**src/rtl/irq_sb_ctrl_if.sv**
```systemverilog
// System-bus slave port of the interrupt controller: request, direction,
// address and write data in; registered read data out.
interface irq_sb_ctrl_if;
   logic        req_i;
   logic        write_enable_i;
   logic [31:0] addr_i;
   logic [31:0] write_data_i;
   logic [31:0] read_data_o;

   modport master (
      output req_i,
      output write_enable_i,
      output addr_i,
      output write_data_i,
      input  read_data_o
   );

   modport slave (
      input  req_i,
      input  write_enable_i,
      input  addr_i,
      input  write_data_i,
      output read_data_o
   );
endinterface

```
**src/rtl/irq_sb_ctrl.sv**
```systemverilog
// Interrupt controller: masks and prioritises level-sensitive peripheral
// requests, drives the core irq line and pulses the serviced source's ack on return.
module irq_sb_ctrl #(
   parameter int N_SRC = 8,
   parameter int RR_EN = 0
) (
   input  logic             clk_i,
   input  logic             resetn_i,
   irq_sb_ctrl_if.slave     bus_if,
   input  logic [N_SRC-1:0] irq_src_i,
   output logic [N_SRC-1:0] irq_ack_o,
   output logic             irq_req_o,
   input  logic             irq_ret_i
);

   typedef enum logic [1:0] {IDLE, ACTIVE, DRAIN} state_t;

   state_t             state_q, state_d;
   logic [N_SRC-1:0]   mask_q, mask_d;
   logic [4:0]         cur_id_q, cur_id_d;
   logic [4:0]         last_id_q, last_id_d;
   logic               irq_req_q, irq_req_d;
   logic [N_SRC-1:0]   irq_ack_q, irq_ack_d;
   logic [31:0]        read_data_q, read_data_d;

   logic [N_SRC-1:0]   pend;
   logic [31:0]        pend32;
   logic [4:0]         start;
   logic [5:0]         pos;
   logic [4:0]         sel_id;
   logic               found;
   logic [31:0]        ack32;
   logic               unused_bits;

   assign pend = irq_src_i & mask_q;
   assign bus_if.read_data_o = read_data_q;
   assign irq_req_o = irq_req_q;
   assign irq_ack_o = irq_ack_q;
   assign unused_bits = ^{bus_if.addr_i[31:24], bus_if.write_data_i};

   // Scan pending sources from the start index upward with wrap-around;
   // fixed priority simply always starts at index 0.
   always_comb begin
      pend32 = '0;
      pend32[N_SRC-1:0] = pend;
      start = '0;
      if (RR_EN != 0 && last_id_q != 5'(N_SRC - 1)) begin
         start = last_id_q + 5'd1;
      end
      pos = '0;
      sel_id = '0;
      found = 1'b0;
      for (int k = 0; k < N_SRC; k++) begin
         pos = {1'b0, start} + 6'(k);
         if (pos >= 6'(N_SRC)) begin
            pos = pos - 6'(N_SRC);
         end
         if (!found && pend32[pos[4:0]]) begin
            found = 1'b1;
            sel_id = pos[4:0];
         end
      end
   end

   // Register access; selection in IDLE always sees the mask from before a same-cycle write.
   always_comb begin
      mask_d = mask_q;
      read_data_d = read_data_q;
      if (bus_if.req_i && bus_if.write_enable_i && bus_if.addr_i[23:0] == 24'h0) begin
         mask_d = bus_if.write_data_i[N_SRC-1:0];
      end
      if (bus_if.req_i && !bus_if.write_enable_i) begin
         case (bus_if.addr_i[23:0])
            24'h00:  read_data_d = 32'(mask_q);
            24'h04:  read_data_d = 32'(pend);
            24'h08:  read_data_d = {state_q == ACTIVE, 26'd0, cur_id_q};
            default: read_data_d = 32'd0;
         endcase
      end
   end

   // irq_req_o trails entry into ACTIVE by one edge and drops together with the ack.
   always_comb begin
      state_d = state_q;
      cur_id_d = cur_id_q;
      last_id_d = last_id_q;
      irq_ack_d = '0;
      irq_req_d = 1'b0;
      ack32 = 32'd1 << cur_id_q;
      case (state_q)
         IDLE: begin
            if (found) begin
               cur_id_d = sel_id;
               state_d = ACTIVE;
            end
         end
         ACTIVE: begin
            irq_req_d = !irq_ret_i;
            if (irq_ret_i) begin
               irq_ack_d = ack32[N_SRC-1:0];
               last_id_d = cur_id_q;
               state_d = DRAIN;
            end
         end
         DRAIN: begin
            state_d = IDLE;
         end
         default: begin
            state_d = IDLE;
         end
      endcase
   end

   always_ff @(posedge clk_i or negedge resetn_i) begin
      if (!resetn_i) begin
         state_q <= IDLE;
         mask_q <= '0;
         cur_id_q <= '0;
         last_id_q <= 5'(N_SRC - 1);
         irq_req_q <= 1'b0;
         irq_ack_q <= '0;
         read_data_q <= '0;
      end else begin
         state_q <= state_d;
         mask_q <= mask_d;
         cur_id_q <= cur_id_d;
         last_id_q <= last_id_d;
         irq_req_q <= irq_req_d;
         irq_ack_q <= irq_ack_d;
         read_data_q <= read_data_d;
      end
   end

endmodule

```
**src/flat_wrapper.sv**
```systemverilog
// flat-port wrapper written by rule: the top's interface ports become plain ports
module irq_sb_ctrl_flat 
#(
   parameter int N_SRC = 8,
   parameter int RR_EN = 0
)
  (clk_i, resetn_i, irq_src_i, irq_ack_o, irq_req_o, irq_ret_i, bus_if_req_i, bus_if_write_enable_i, bus_if_addr_i, bus_if_write_data_i, bus_if_read_data_o);
  irq_sb_ctrl_if bus_if_i ();
  input  logic clk_i;
  input  logic resetn_i;
  input  logic [N_SRC-1:0] irq_src_i;
  output logic [N_SRC-1:0] irq_ack_o;
  output logic irq_req_o;
  input  logic irq_ret_i;
  input wire logic [$bits(bus_if_i.req_i)-1:0] bus_if_req_i;
  input wire logic [$bits(bus_if_i.write_enable_i)-1:0] bus_if_write_enable_i;
  input wire logic [$bits(bus_if_i.addr_i)-1:0] bus_if_addr_i;
  input wire logic [$bits(bus_if_i.write_data_i)-1:0] bus_if_write_data_i;
  output wire logic [$bits(bus_if_i.read_data_o)-1:0] bus_if_read_data_o;
  assign bus_if_i.req_i = bus_if_req_i;
  assign bus_if_i.write_enable_i = bus_if_write_enable_i;
  assign bus_if_i.addr_i = bus_if_addr_i;
  assign bus_if_i.write_data_i = bus_if_write_data_i;
  assign bus_if_read_data_o = bus_if_i.read_data_o;
  irq_sb_ctrl #(.N_SRC(N_SRC), .RR_EN(RR_EN)) u_core (.clk_i(clk_i), .resetn_i(resetn_i), .bus_if(bus_if_i), .irq_src_i(irq_src_i), .irq_ack_o(irq_ack_o), .irq_req_o(irq_req_o), .irq_ret_i(irq_ret_i));
endmodule
```
**config.mk**
```make
export PLATFORM = sky130hd
export DESIGN_NAME = irq_sb_ctrl_flat
export DESIGN_NICKNAME = d
export VERILOG_FILES = /design/src/rtl/irq_sb_ctrl_if.sv /design/src/rtl/irq_sb_ctrl.sv /design/src/flat_wrapper.sv
export SDC_FILE = /design/constraint.sdc
export NUM_CORES = 1
export LEC_CHECK = 0
export CORE_AREA = 2 2 68 70
export CTS_BUF_LIST = sky130_fd_sc_hd__clkbuf_4
export DETAILED_ROUTE_END_ITERATION = 16
export DIE_AREA = 0 0 70 72
export PLACE_DENSITY = 0.91
export SLEW_MARGIN = 20
export SYNTH_ARGS = -nofsm -noshare
export SYNTH_HDL_FRONTEND = slang
export SYNTH_SLANG_ARGS = --single-unit
```
**constraint.sdc**
```tcl
create_clock -name clk_i -period 2.4 [get_ports clk_i]
set_clock_uncertainty 0.1 [all_clocks]
set_input_delay 0.48 -clock clk_i [delete_from_list [all_inputs] [get_ports clk_i]]
set_output_delay 0.48 -clock clk_i [all_outputs]
set_load 0.01 [all_outputs]
```
# [After elaboration in Yosys (flattened, before gate mapping)]
# Cells that the tools add are included.
[op_classes] n_eq_ne=5 n_shift=1 muxes=22 bitwise_logic=1 n_reduce_logical=23
[op_table] operator="one-hot mux 32 bit (3 select lines)" n=1
[op_table] operator="2-to-1 mux 5 bit" n=6
[op_table] operator="equality test 24 x 3 -> 1 bit, second input constant" n=1
[op_table] operator="equality test 24 x 4 -> 1 bit, second input constant" n=1
[op_table] operator="zero test 24 bit" n=1
[op_table] operator="2-to-1 mux 8 bit" n=2
[op_table] operator="logical AND 1 bit" n=10
[op_table] operator="2-to-1 mux 1 bit" n=10
[op_table] operator="zero test 1 bit" n=9
[op_table] operator="bitwise AND 8 bit" n=1
[op_table] operator="left shift 1 x 5 -> 8 bit, first input constant" n=1
[op_table] operator="2-to-1 mux 2 bit" n=2
[op_table] operator="one-hot mux 2 bit (2 select lines)" n=1
[op_table] operator="AND reduction 2 bit" n=2
[op_table] operator="equality test 2 x 1 -> 1 bit, second input constant" n=1
[op_table] operator="zero test 2 bit" n=1
[op_table] operator="!= test 2 x 1 -> 1 bit, second input constant" n=1
[op_table] operator="!= test 2 bit, second input constant" n=1
[word_totals] ff_bits=56 inputBits=77 output_inout_bits=41 word_cells=58

# [Depth between registers and ports, before layout]
# Gate-level depths: netlist of the first run.
[logic_depth] ltp_word=25 depth_mapped=4 ltp_nobuf=4

# [Worst setup path after synthesis of the first run]
# OpenSTA, ideal clock, no wires.
[synth_timing] path_kind="input to register" start="input port bus_if_addr_i[5]" end="register u_core.mask_q[0]" setup_ns=0.125 t_arrival_ns=1.705 t_required_ns=2.175 setup_slack_ns=0.471 stages=4 path_buffers=0 path_cell_list="nor4_1 nand4_1 nor3_4 mux2_2"
[synth_via] elab_chain_cells=2
[synth_lines] element="start, declared" line_no="flat_wrapper.sv:17" rtl="input wire logic [$bits(bus_if_i.addr_i)-1:0] bus_if_addr_i;"
[synth_lines] element="zero test 24 bit" line_no="irq_sb_ctrl.sv:69" rtl="if (bus_if.req_i && bus_if.write_enable_i && bus_if.addr_i[23:0] == 24'h0) begin"
[synth_lines] element="logical AND 1 bit" line_no="irq_sb_ctrl.sv:69"
[synth_lines] element="end signal, assigned" line_no="irq_sb_ctrl.sv:125" rtl="mask_q <= mask_d;"
[synth_lines] element="end, declared" line_no="irq_sb_ctrl.sv:19" rtl="logic [N_SRC-1:0] mask_q, mask_d;"
# Every way passes these cells.
# A chain may end at the register's enable or synchronous reset.

# [Worst setup path after layout of the first run]
[layout_timing] start="input port bus_if_addr_i[5]" end="register u_core.mask_q[7]"
# Same word-level chain as after synthesis.

==> reports/summary.txt, run 1 <==
Cells after Synth -> 152
Inserted Clock Buffers -> 5
Logic gate share of total power -> 13.1%
Final setup margin -> 0.175 ns
Overall Power -> 0.000909 W
Total leakage power -> 0.985 nW
Die height -> 72 µm
Ys flop type -> dfrtp_1
Initial Util -> 35.7%
Switch Pwr -> 0.000215 W
Vias/cell -> 4.71
Sequential fraction of the synthesis area -> 50.9%
Worst hold slack -> 0.386 ns
Syn Std Cell Area -> 0.00152 mm²
Vias in the first global route -> 1312
Pwr dens -> 412 mW/mm²
Final Util -> 51.7%
Largest net degree at the start of global routing -> 32
Post-DP HPWL -> 2980 µm
Largest family of logic cells by synthesized area -> simple AND/OR/NAND/NOR gates
Hold Path Sink -> u_core.bus_if.read_data_o[31]
Top-area cell type share of the netlist area -> 50.9%
Synth Area in Compound Gates -> 13.5%
Tmin final -> 2.22 ns
Number of detailed-route iterations in the first pass -> 4
Layout cells sized above 1 -> 9.87%
Flop pwr share -> 57.4%
Chip Width -> 70 µm
Rows -> 24
CTS sink cnt -> 31
Setup crit end kind -> register
H-tree Lvls -> 2
CTS Hold Bufs -> 0
Post-CTS sizing -> 0
Clock Root Buffer -> clkbuf_4
IO Pins -> 118
Hold WC Path Type -> register to register
Total global-route track usage -> 15.0%
Relative slew slack -> 66.6%
# diodes -> 0
IO Port Bufs -> 62
Fin nets -> 300
Initial antenna violation count -> 0
Most common cell in the netlist -> dfrtp_1
Worst setup SP type -> input pin
Area contributors post-synth -> dfrtp_1 51%, buf_4 11%, o21ai_0 5.9%
FF+latch count, synth -> 31
Sw frac -> 23.7%
First-pass GRT wire length -> 5920 µm
Req. time, crit path -> 2.52 ns
Crit Reg-Reg Startpoint -> u_core.mask_q[3]
Synth warn -> 0
Setup Fix Bufs, Post-CTS -> 0
Post-placement cell area -> 0.00216 mm²
Total gr overflow -> 0
Clk buf depth -> 2
Distinct cells, synth -> 28
Worst EP arrival -> 2.34 ns
Mean Syn Cell Area -> 10.0 µm²
Final Hold Viols -> 0
Worst R2R Path Depth -> 4
Worst vdd ir -> 0.000142 V
Asr flop ratio synth -> 100%
R2r setup slk -> 0.92 ns
Transition time of the tightest slew-check pin -> 0.496 ns
Final RePlAce weighted congestion -> 0.817
Final worst-path cycle share -> 92.7%
Crit path max fanout -> 8
P&R area growth vs syn -> 44.7%
Maxcap violations -> 0
Post-Synth XOR/XNOR Area -> 0%
Vias -> 1296
Final setup viols -> 0
Die ar. -> 0.00504 mm²
Worst-path clk slew -> 0.09 ns
Routed WL per cell -> 13.0 µm
DRT iter0 DRCs -> 50
Dpl ws -> -0.152 ns
Unrepaired setup endpoints after global routing -> no
Post-synth top area cell -> dfrtp_1
Hold path depth -> 2
Worst-skew pair later-pin latency -> 0.33 ns
Max-slew violations -> 0
R2R Path End -> u_core.cur_id_q[0]
Fillers -> 406
FMAX -> 449 MHz
Hold wc startpoint -> u_core.bus_if.read_data_o[31]
Synth cell count leaders -> 31 x dfrtp_1, 23 x buf_4, 18 x o21ai_0, 17 x nand2_1, 12 x nor2_1
Simple-gate share of the synthesized area -> 17.3%
CORE AREA -> 0.00426 mm²
Mux share of post-synthesis cell area -> 5.91%
Cell area after layout -> 0.00220 mm²
Total Wirelength -> 3570 µm
Post-synth EDFFs -> 0
Clock tree from TritonCTS -> yes
Critical path class -> input pin to register
DRC viols -> 0
Internal -> 0.000694 W
Post-synthesis adder-cell area fraction -> 0%
Status -> completed
Clk pwr share -> 29.5%
Final ANT Viol Nets -> 0
==> critical path: stages <==
cell,delay (ns)
clkdlybuf4s50_1,0.41
nor4_1,0.47
nand4_1,0.25
nor3_4,0.25
buf_12,0.15
mux2_2,0.33
==> how the worst max path moves through the flow <==
stage	end	start	cells after the start
floorplan	u_core.mask_q[0]	bus_if_addr_i[5]	4
global placement	u_core.mask_q[7]	bus_if_addr_i[8]	6
detailed placement	u_core.mask_q[7]	bus_if_addr_i[8]	6
CTS	u_core.mask_q[7]	bus_if_addr_i[5]	6
global route	u_core.mask_q[7]	bus_if_addr_i[8]	6
finish	u_core.mask_q[7]	bus_if_addr_i[5]	6
==> per-layer routing <==
layer | global-route usage (%) | wire length [µm]
met5 | 0 | 0
met2 | 26.6 | 1920
met1 | 17.9 | 1360
met4 | 7.69 | 102
met3 | 2.36 | 193
==> kinds of logic after synthesis <==
group                  after synthesis
AND/OR/NAND/NOR                     52
AO/OA/AOI/OAI                       34
flip-flops                          31
buffers and inverters               26
multiplexers                         8
other                                1
==> sequential cells by signal, summed over array words and instances, names as in the netlist <==
register / flops
u_core.mask_q: 8
u_core.bus_if.read_data_o: 9
u_core.cur_id_q: 3
u_core.state_q: 2
u_core.irq_ack_o: 8
u_core.irq_req_o: 1
==> power groups by stage <==
| stage | Clock (W) | Combinational (W) | Sequential, W |
|---|---|---|---|
| 2_1_floorplan | 0 | 0.0000532 | 0.000532 |
| 3_3_place_gp | 0 | 0.000115 | 0.000532 |
| 3_5_place_dp | 0 | 0.000119 | 0.000532 |
| 4_1_cts | 0.000281 | 0.000119 | 0.000522 |
| 5_1_grt | 0.000302 | 0.000128 | 0.000522 |
| 6_report | 0.000269 | 0.000119 | 0.000522 |
==> cell usage in the layout (no fill, tap or decap) <==
master / count
clkdlybuf4s50_1: 62
dfrtp_1: 31
conb_1: 23
o21ai_0: 18
nand2_1: 17
nor2_1: 12
mux2_2: 8
nor4_1: 5
clkbuf_4: 5
nand2b_1: 4
a22oi_1: 4
a21oi_1: 4
nor2b_1: 3
a2bb2oi_1: 3
buf_4: 3
nor3_1: 2
inv_1: 2
nand4_1: 2
or2_2: 2
and2_1: 1
or3_1: 1
nand3_1: 1
nor3_4: 1
a41oi_1: 1
a211o_1: 1
a32oi_1: 1
a21o_1: 1
a31oi_1: 1
or4_4: 1
clkinv_2: 1
clkinv_1: 1
buf_12: 1
==> metrics by stage <==
| step | setup TNS (ns) | instances |
|---|---|---|
| after floorplan | 0 | 174 |
| after global placement | -0.366 | 268 |
| after detailed placement | -1.60 | 268 |
| after CTS | 0 | 275 |
| after global routing | 0 | 275 |
| final | 0 | 275 |
==> final cells by class <==
cell class / instances / area, µm² / share of cell area [%]
flip-flops and latches: 31 / 776 / 35.2
repair buffers: 66 / 663 / 30.1
multi-input cells: 117 / 647 / 29.3
well taps: 52 / 65.1 / 2.95
clock buffers: 5 / 37.5 / 1.70
clock inverters: 2 / 8.76 / 0.397
inverters: 2 / 7.51 / 0.341
No activity file was read; power rests on OpenSTA's default activity.
==> inputs of run 2 (changes only) <==
--- a/config.mk
+++ b/config.mk
@@ -14,3 +14,4 @@
 export SYNTH_ARGS = -nofsm -noshare
 export SYNTH_HDL_FRONTEND = slang
 export SYNTH_SLANG_ARGS = --single-unit
+export TNS_END_PERCENT = 1
==> results of run 2 <==
No change in the layout: final DEF, timing and power equal those of run 1.
